**src/rtl/cpu_arb_pkg.sv**
```systemverilog
// Shared constants for the CPU instruction/data SRAM arbiter.
package cpu_arb_pkg;

  localparam int unsigned ADDR_W_DEF     = 32;
  localparam int unsigned DATA_W_DEF     = 32;
  localparam int unsigned STARVE_MAX_DEF = 4;
  localparam int unsigned STARVE_CNT_W   = 4;

  // Response tracker: which master gets data_ok in the current cycle
  typedef enum logic [1:0] {
    IDLE   = 2'd0,
    RESP_I = 2'd1,
    RESP_D = 2'd2
  } trk_state_e;

  // Current owner of the SRAM request port
  typedef enum logic {
    OWN_INST = 1'b0,
    OWN_DATA = 1'b1
  } owner_e;

endpackage

```
**src/rtl/cpu_arb_resp_tracker.sv**
```systemverilog
// Tracks which master owns the SRAM read data one cycle after a grant and
// steers data_ok/rdata to that master only.
module cpu_arb_resp_tracker
  import cpu_arb_pkg::*;
#(
  parameter int unsigned DATA_W = DATA_W_DEF
) (
  input  logic              clk,
  input  logic              resetn,
  input  logic              grant_i,
  input  logic              grant_d,
  input  logic              grant_wr,
  input  logic [DATA_W-1:0] mem_rdata,
  output logic              inst_data_ok,
  output logic [DATA_W-1:0] inst_rdata,
  output logic              data_data_ok,
  output logic [DATA_W-1:0] data_rdata
);

  trk_state_e state;
  trk_state_e state_nxt;
  logic       wr_q;

  // State register and store flag of the access now in flight
  always_ff @(posedge clk or negedge resetn) begin
    if (!resetn) begin
      state <= IDLE;
      wr_q  <= 1'b0;
    end else begin
      state <= state_nxt;
      wr_q  <= grant_d & grant_wr;
    end
  end

  // Next state from this cycle's grant; responses decoded from current state
  always_comb begin
    state_nxt    = IDLE;
    inst_data_ok = 1'b0;
    inst_rdata   = '0;
    data_data_ok = 1'b0;
    data_rdata   = '0;
    if (grant_i) begin
      state_nxt = RESP_I;
    end else if (grant_d) begin
      state_nxt = RESP_D;
    end
    case (state)
      RESP_I: begin
        inst_data_ok = 1'b1;
        inst_rdata   = mem_rdata;
      end
      RESP_D: begin
        data_data_ok = 1'b1;
        data_rdata   = wr_q ? '0 : mem_rdata;
      end
      default: ;
    endcase
  end

endmodule

```
**src/rtl/cpu_mem_arbiter.sv**
```systemverilog
// Arbitrates a single-ported SRAM between CPU fetch and load/store ports.
// Data has priority; a saturating starvation counter forces one inst grant.
// Optional macro CPU_ARB_PERF_CNT_EN adds three free-running perf counters.
module cpu_mem_arbiter
  import cpu_arb_pkg::*;
#(
  parameter int unsigned ADDR_W     = ADDR_W_DEF,
  parameter int unsigned DATA_W     = DATA_W_DEF,
  parameter int unsigned STARVE_MAX = STARVE_MAX_DEF
) (
  input  logic                clk,
  input  logic                resetn,
  input  logic                inst_req,
  input  logic [ADDR_W-1:0]   inst_addr,
  output logic                inst_addr_ok,
  output logic                inst_data_ok,
  output logic [DATA_W-1:0]   inst_rdata,
  input  logic                data_req,
  input  logic                data_wr,
  input  logic [DATA_W/8-1:0] data_wstrb,
  input  logic [ADDR_W-1:0]   data_addr,
  input  logic [DATA_W-1:0]   data_wdata,
  output logic                data_addr_ok,
  output logic                data_data_ok,
  output logic [DATA_W-1:0]   data_rdata,
  input  logic [DATA_W-1:0]   mem_rdata,
`ifdef CPU_ARB_PERF_CNT_EN
  output logic [31:0]         perf_conflict_cnt,
  output logic [31:0]         perf_inst_stall_cnt,
  output logic [31:0]         perf_force_cnt,
`endif
  output logic                mem_en,
  output logic [DATA_W/8-1:0] mem_we,
  output logic [ADDR_W-1:0]   mem_addr,
  output logic [DATA_W-1:0]   mem_wdata
);

  logic [STARVE_CNT_W-1:0] starve_cnt;
  logic                    inst_live;
  logic                    data_live;
  logic                    force_inst;
  logic                    grant_i;
  logic                    grant_d;
  owner_e                  owner;

  // Grant decision; requests are masked while reset is held
  always_comb begin
    inst_live  = inst_req & resetn;
    data_live  = data_req & resetn;
    force_inst = (starve_cnt == STARVE_CNT_W'(STARVE_MAX));
    grant_i    = 1'b0;
    grant_d    = 1'b0;
    owner      = OWN_DATA;
    if (inst_live && (!data_live || force_inst)) begin
      grant_i = 1'b1;
      owner   = OWN_INST;
    end else if (data_live) begin
      grant_d = 1'b1;
    end
  end

  // SRAM request side driven straight from the winner
  always_comb begin
    inst_addr_ok = grant_i;
    data_addr_ok = grant_d;
    mem_en       = grant_i | grant_d;
    mem_addr     = (owner == OWN_INST) ? inst_addr : data_addr;
    mem_we       = (grant_d && data_wr) ? data_wstrb : '0;
    mem_wdata    = grant_d ? data_wdata : '0;
  end

  // Consecutive denied inst cycles, saturating at the force threshold
  always_ff @(posedge clk or negedge resetn) begin
    if (!resetn) begin
      starve_cnt <= '0;
    end else if (!inst_req || grant_i) begin
      starve_cnt <= '0;
    end else if (!force_inst) begin
      starve_cnt <= starve_cnt + STARVE_CNT_W'(1);
    end
  end

  cpu_arb_resp_tracker #(
    .DATA_W (DATA_W)
  ) u_resp_tracker (
    .clk          (clk),
    .resetn       (resetn),
    .grant_i      (grant_i),
    .grant_d      (grant_d),
    .grant_wr     (data_wr),
    .mem_rdata    (mem_rdata),
    .inst_data_ok (inst_data_ok),
    .inst_rdata   (inst_rdata),
    .data_data_ok (data_data_ok),
    .data_rdata   (data_rdata)
  );

`ifdef CPU_ARB_PERF_CNT_EN
  // Conflict, inst stall and forced-grant event counters (wrap at 2^32)
  always_ff @(posedge clk or negedge resetn) begin
    if (!resetn) begin
      perf_conflict_cnt   <= '0;
      perf_inst_stall_cnt <= '0;
      perf_force_cnt      <= '0;
    end else begin
      if (inst_req && data_req) begin
        perf_conflict_cnt <= perf_conflict_cnt + 32'd1;
      end
      if (inst_req && !grant_i) begin
        perf_inst_stall_cnt <= perf_inst_stall_cnt + 32'd1;
      end
      if (grant_i && data_live && force_inst) begin
        perf_force_cnt <= perf_force_cnt + 32'd1;
      end
    end
  end
`endif

endmodule

```
**config.mk**
```make
export PLATFORM = sky130hd
export DESIGN_NAME = cpu_mem_arbiter
export DESIGN_NICKNAME = d
export VERILOG_FILES = /design/src/rtl/cpu_arb_pkg.sv /design/src/rtl/cpu_arb_resp_tracker.sv /design/src/rtl/cpu_mem_arbiter.sv
export SDC_FILE = /design/constraint.sdc
export NUM_CORES = 1
export LEC_CHECK = 0
export CAP_MARGIN = 25
export CORE_AREA = 4 4 103 105
export CTS_BUF_LIST = sky130_fd_sc_hd__clkbuf_8
export DETAILED_ROUTE_END_ITERATION = 8
export DIE_AREA = 0 0 107 109
export GPL_TIMING_DRIVEN = 0
export SKIP_LAST_GASP = 1
export SYNTH_ARGS = -nofsm -noshare
export SYNTH_HDL_FRONTEND = slang
export SYNTH_SLANG_ARGS = --single-unit
```
**constraint.sdc**
```tcl
create_clock -name clk -period 4.1 [get_ports clk]
set_input_delay 1.23 -clock clk [delete_from_list [all_inputs] [get_ports clk]]
set_output_delay 1.23 -clock clk [all_outputs]
set_load 0.05 [all_outputs]
```
* Yosys cells after proc, flatten, opt, wreduce, memory -nomap -nowiden *
Index checks and enable logic that the tools add are counted.

word-level totals
  register bits = 7
  output and inout port bits = 137
  logic and storage cells = 33

cells by class
  add/sub/neg operators = 1
  equality and inequality tests = 4
  muxes and demuxes = 15
  bitwise operators = 4
  reductions and logical operators = 6

operator list
  cell                                                             number
  32-bit 2-to-1 mux                                                5
  4-bit 2-to-1 mux                                                 3
  1-bit 2-to-1 mux                                                 5
  4-bit by 1-bit adder with 4-bit output, second input constant    1
  4-bit by 3-bit == test with 1-bit output, second input constant  1
  2-bit 2-to-1 mux                                                 2
  1-bit AND                                                        3
  2-bit by 1-bit == test with 1-bit output, second input constant  1
  2-bit == test, second input constant                             1
  1-bit logical AND                                                2
  1-bit zero test                                                  2
  1-bit logical OR                                                 2
  2-bit by 1-bit != test with 1-bit output, second input constant  1
  1-bit bitwise OR                                                 1

* Depth between registers and ports, before layout *
  word-level depth = 7
  mapped depth = 7

* Cells and area by module *
From an unflattened synthesis, not the netlist that was laid out.

unflattened totals
  cell total of the unflattened synthesis = 189
  area, all modules = 1811.7 um2

by module, submodules not included
  module                times used  cells each  area an instance (um2)  sequential area each (um2)
  cpu_mem_arbiter       1           101         915.9                   100.1
  cpu_arb_resp_tracker  1           88          895.9                   75.1

* Worst setup path after synthesis *
Ideal clock, no wire load.

  path kind = in2out
  start point = in resetn
  end point = out mem_addr[22]
  data arrival time = 2.215 ns
  slack = 0.655 ns
  stages = 4
  path buffers = 1
  cells stage by stage = nand2_1 a21oi_4 buf_6 mux2_2

on the way
  longest elaborated chain between the ends = 5

ends and longest elaborated chain
  what                   RTL line               text
  from (decl)            cpu_mem_arbiter.sv:12  input logic resetn,
  1-bit AND              cpu_mem_arbiter.sv:49  data_live = data_req & resetn;
  1-bit zero test        cpu_mem_arbiter.sv:54  if (inst_live && (!data_live || force_inst)) begin
  1-bit logical OR       cpu_mem_arbiter.sv:54
  1-bit logical AND (*)  cpu_mem_arbiter.sv:54
  32-bit 2-to-1 mux (*)  cpu_mem_arbiter.sv:67  mem_addr = (owner == OWN_INST) ? inst_addr : data_addr;
  to (decl)              cpu_mem_arbiter.sv:34  output logic [ADDR_W-1:0] mem_addr,

Mark *: on every way between the ends. The rest lies on a longest branch, timed or not.

* Worst setup path in the final report *
  start point = in inst_req
  end point = out mem_addr[14]

on the way
  longest elaborated chain between the ends = 3

ends and longest elaborated chain
  what               RTL line               text
  from (decl)        cpu_mem_arbiter.sv:13  input logic inst_req,
  1-bit AND          cpu_mem_arbiter.sv:48  inst_live = inst_req & resetn;
  1-bit logical AND  cpu_mem_arbiter.sv:54
  32-bit 2-to-1 mux  cpu_mem_arbiter.sv:67

Every way passes these cells.

==> metrics.yaml <==
status:
  outcome: "finished, final reports clean"
sta:
  fin_tns_setup_ns: 0
  fin_skew_ns: 0.00153
  final-setup-viol-count: 0
  maxSlewViolCount: 0
  tightest_slew_ns: 0.542
  rsz0062_at_grt: "false"
  timing.final.ws_setup_ns: 0.129
  min_period_ns: 3.97
  period_share_pct: 96.9
  fmax_mhz: 252
  final_hold_viol_count: 0
  slew_headroom_pct: 63.7
clock_network:
  cts.clk_slew.worst_paths_ns: 0.04
  root_buffer: "clkbuf_8"
  cts_buffers: 3
  cts_htree_levels: 1
  worstSkewPairLatency_ns: 0.23
  cts_tree: "yes"
  clock_sinks: 7
  cts_buffer_depth: 2
power_and_ir_drop:
  p_comb_share_pct: 76.0
  p_leak_nw: 1.80
  design_power_total_uw: 716
  clkPwrFrac_pct: 13.3
  p_per_area_nw_per_um2: 170
  p_int_uw: 370
  p_sw_uw: 346
  ir_drop_v: 0.0000865
  swShare_pct: 48.4
  pwr-share-seq_pct: 10.7
placement:
  port_buffers: 273
  dp_hpwl_mm: 7.94
  place.gp.congestion: 0.788
  post_dp_cell_area_sq_um: 4360
  pre_cts_slack_ns: -0.993
detailed_routing:
  firstDrtPassIters: 4
  met1_length_mm: 3.18
  via_count: 2281
  wl_per_cell_um: 14.6
  drcViolationCount: 0
  drt_iter0_markers: 37
  top_layer: "met4"
  route.met3.wl_um: 781
  wirelength_mm: 8.67
  met2_length_mm: 4.65
  ant_nets: 0
  via_per_inst: 3.84
yosys:
  synth_edf_count: 0
  ys_top_cells_by_count: "97 x and2_1, 28 x mux2_2, 7 x dfrtp_1"
  yosys.area.top_type: "and2_1"
  syn_inst: 183
  synthesis.area_sq_um: 1460
  synthArstFlopShare_pct: 100
  syn_nets: 322
  yosysWarningCount: 0
  yosysMostFrequentCell: "and2_1"
  synth-seq-area-share_pct: 12.0
  synth_ff_type: "dfrtp_1"
  synth_top_area_share_pct: 41.5
  yosys_register_bits: 7
  ys_top_cells_by_area: "and2_1 41%, mux2_2 22%, dfrtp_1 12%, mux2_1 3.1%, buf_6 2.3%"
  avgSynthCellArea_sq_um: 7.99
  ys_types: 28
final_layout:
  drive_gt1_share_pct: 21.0
  fin_area_sq_um: 4200
  utilization_pct: 43.6
  area_growth_pct: 187
  diodes: 0
  nNetsFinal: 601
floorplan:
  pin_count: 274
  dieArea_sq_um: 11700
  die_h_um: 109
  num_rows: 36
  initial_core_util_pct: 15.2
  die_w_um: 107
  core_area_sq_um: 9640
grt:
  first_global_vias: 2312
  grt_usage_pct: 12.9
  grt_overflow: 0
  grt_start_max_net_pins: 16
  grt_pass1_wl_mm: 12.0
  antenna_found_initial: 0
critical_path:
  worstSetupStartpointType: "input port"
  critPathRequiredTime_ns: 2.87
  crit_arrival_ns: 2.74
  crit_type: "input port to output pin"
  worst-path-max-fanout: 10
  critPathMaxStageDelay_ns: 0.33
  crit_chain: "clkdlybuf4s15_1 -> nand2_1 -> a21oi_4 -> buf_6 -> mux2_2 -> clkdlybuf4s15_2"
  cp-end-kind: "output pin"
  cp_slowest_cell: "mux2_2"
worst_hold_path:
  hold_class: "flop to flop"
job:
  cap_viol_max_count: 0
==> cells in the final DEF, fill, tap and decap left out, drive strengths merged, types with 2 or more instances in the layout <==
cell type      synthesis  final
clkbuf                 8     11
inv                    3      4
ha                     2      2
buf                    5     49
o21a                   2      2
and3                   4      4
nand2                  3      3
a21oi                  4      4
nor3                   2      2
nor2b                  4      4
mux2                  32     32
nand3b                 2      2
dlygate4sd2            0     11
clkdlybuf4s15          0     19
and2                  97     97
dfrtp                  7      7
clkdlybuf4s50          0    200
==> sequential cells by signal, indices dropped and copies added, names as in the netlist <==
| signal | cells |
|---|---|
| u_resp_tracker.wr_q | 1 |
| starve_cnt | 4 |
| u_resp_tracker.state | 2 |
==> cell families after synthesis <==
group	synth area share, %
AND/OR/NAND/NOR	49.9
multiplexers	25.3
buffers and inverters	5.99
AO/OA/AOI/OAI	4.53
flip-flops	12.0
adder cells (fa/ha/maj)	1.71
XOR/XNOR	0.599
==> per-stage QoR <==
stage | hold slack [ns] | std cells
after floorplan | 0.602 | 183
after global placement | 0.626 | 589
after detailed placement | 0.649 | 589
after CTS | 0.648 | 594
after global routing | 0.684 | 594
final | 0.641 | 594
==> layout make-up <==
cell class,count,area [sq um]
buffer,13,76.3
clock buffer,3,41.3
clock inverter,1,3.75
fill,1020,5440
inverter,3,11.3
multi-input combinational,160,1200
sequential,7,175
tap,133,166
timing repair buffer,274,2530
==> metal layers <==
| metal | GRT usage, % | vias up |
|---|---|---|
| li1 | - | 1147 |
| met1 | 13.6 | 990 |
| met2 | 25.9 | 137 |
| met3 | 3.67 | 7 |
| met4 | 1.74 | 0 |
| met5 | 0 | - |
==> critical path: cells and delay by family <==
family	cells	cell delay (ns)
buffers and inverters	3	0.82
muxes	1	0.33
AOI/OAI and AO/OA	1	0.22
and+or+nand+nor	1	0.13
==> power groups by stage <==
| stage | clock [mW] | sequential (mW) | combinational (mW) |
|---|---|---|---|
| floorplan | 0 | 0.0766 | 0.308 |
| global placement | 0 | 0.0773 | 0.576 |
| detailed placement | 0 | 0.0772 | 0.579 |
| CTS | 0.100 | 0.0763 | 0.550 |
| global route | 0.104 | 0.0770 | 0.570 |
| finish | 0.0955 | 0.0764 | 0.544 |
==> worst paths after layout <==
| check | from | endpoint | slack (ns) | cells after the start |
|---|---|---|---|---|
| hold reg to reg | starve_cnt[3]$_DFFE_PN0P_ | starve_cnt[3]$_DFFE_PN0P_ | 0.64 | 2 |
| hold / removal | starve_cnt[3]$_DFFE_PN0P_ | starve_cnt[3]$_DFFE_PN0P_ | 0.64 | 2 |
| min in group asynchronous | resetn | starve_cnt[0]$_DFFE_PN0P_ | 0.88 | 1 |
| setup reg to reg | starve_cnt[0]$_DFFE_PN0P_ | u_resp_tracker.wr_q$_DFF_PN0_ | 2.60 | 6 |
| max in group asynchronous | resetn | u_resp_tracker.wr_q$_DFF_PN0_ | 3.00 | 1 |
| setup / recovery | inst_req | mem_addr[14] | 0.13 | 6 |
==> what timing repair did <==
item / CTS / global route
setup buffers: 1 / 0
endpoints found under the setup margin: 71 / 25
resized for setup: 274 / 3
hold buffers: 0 / 0
hold endpoints to repair: 0 / 0
No activity file was read; power rests on OpenSTA's default activity.
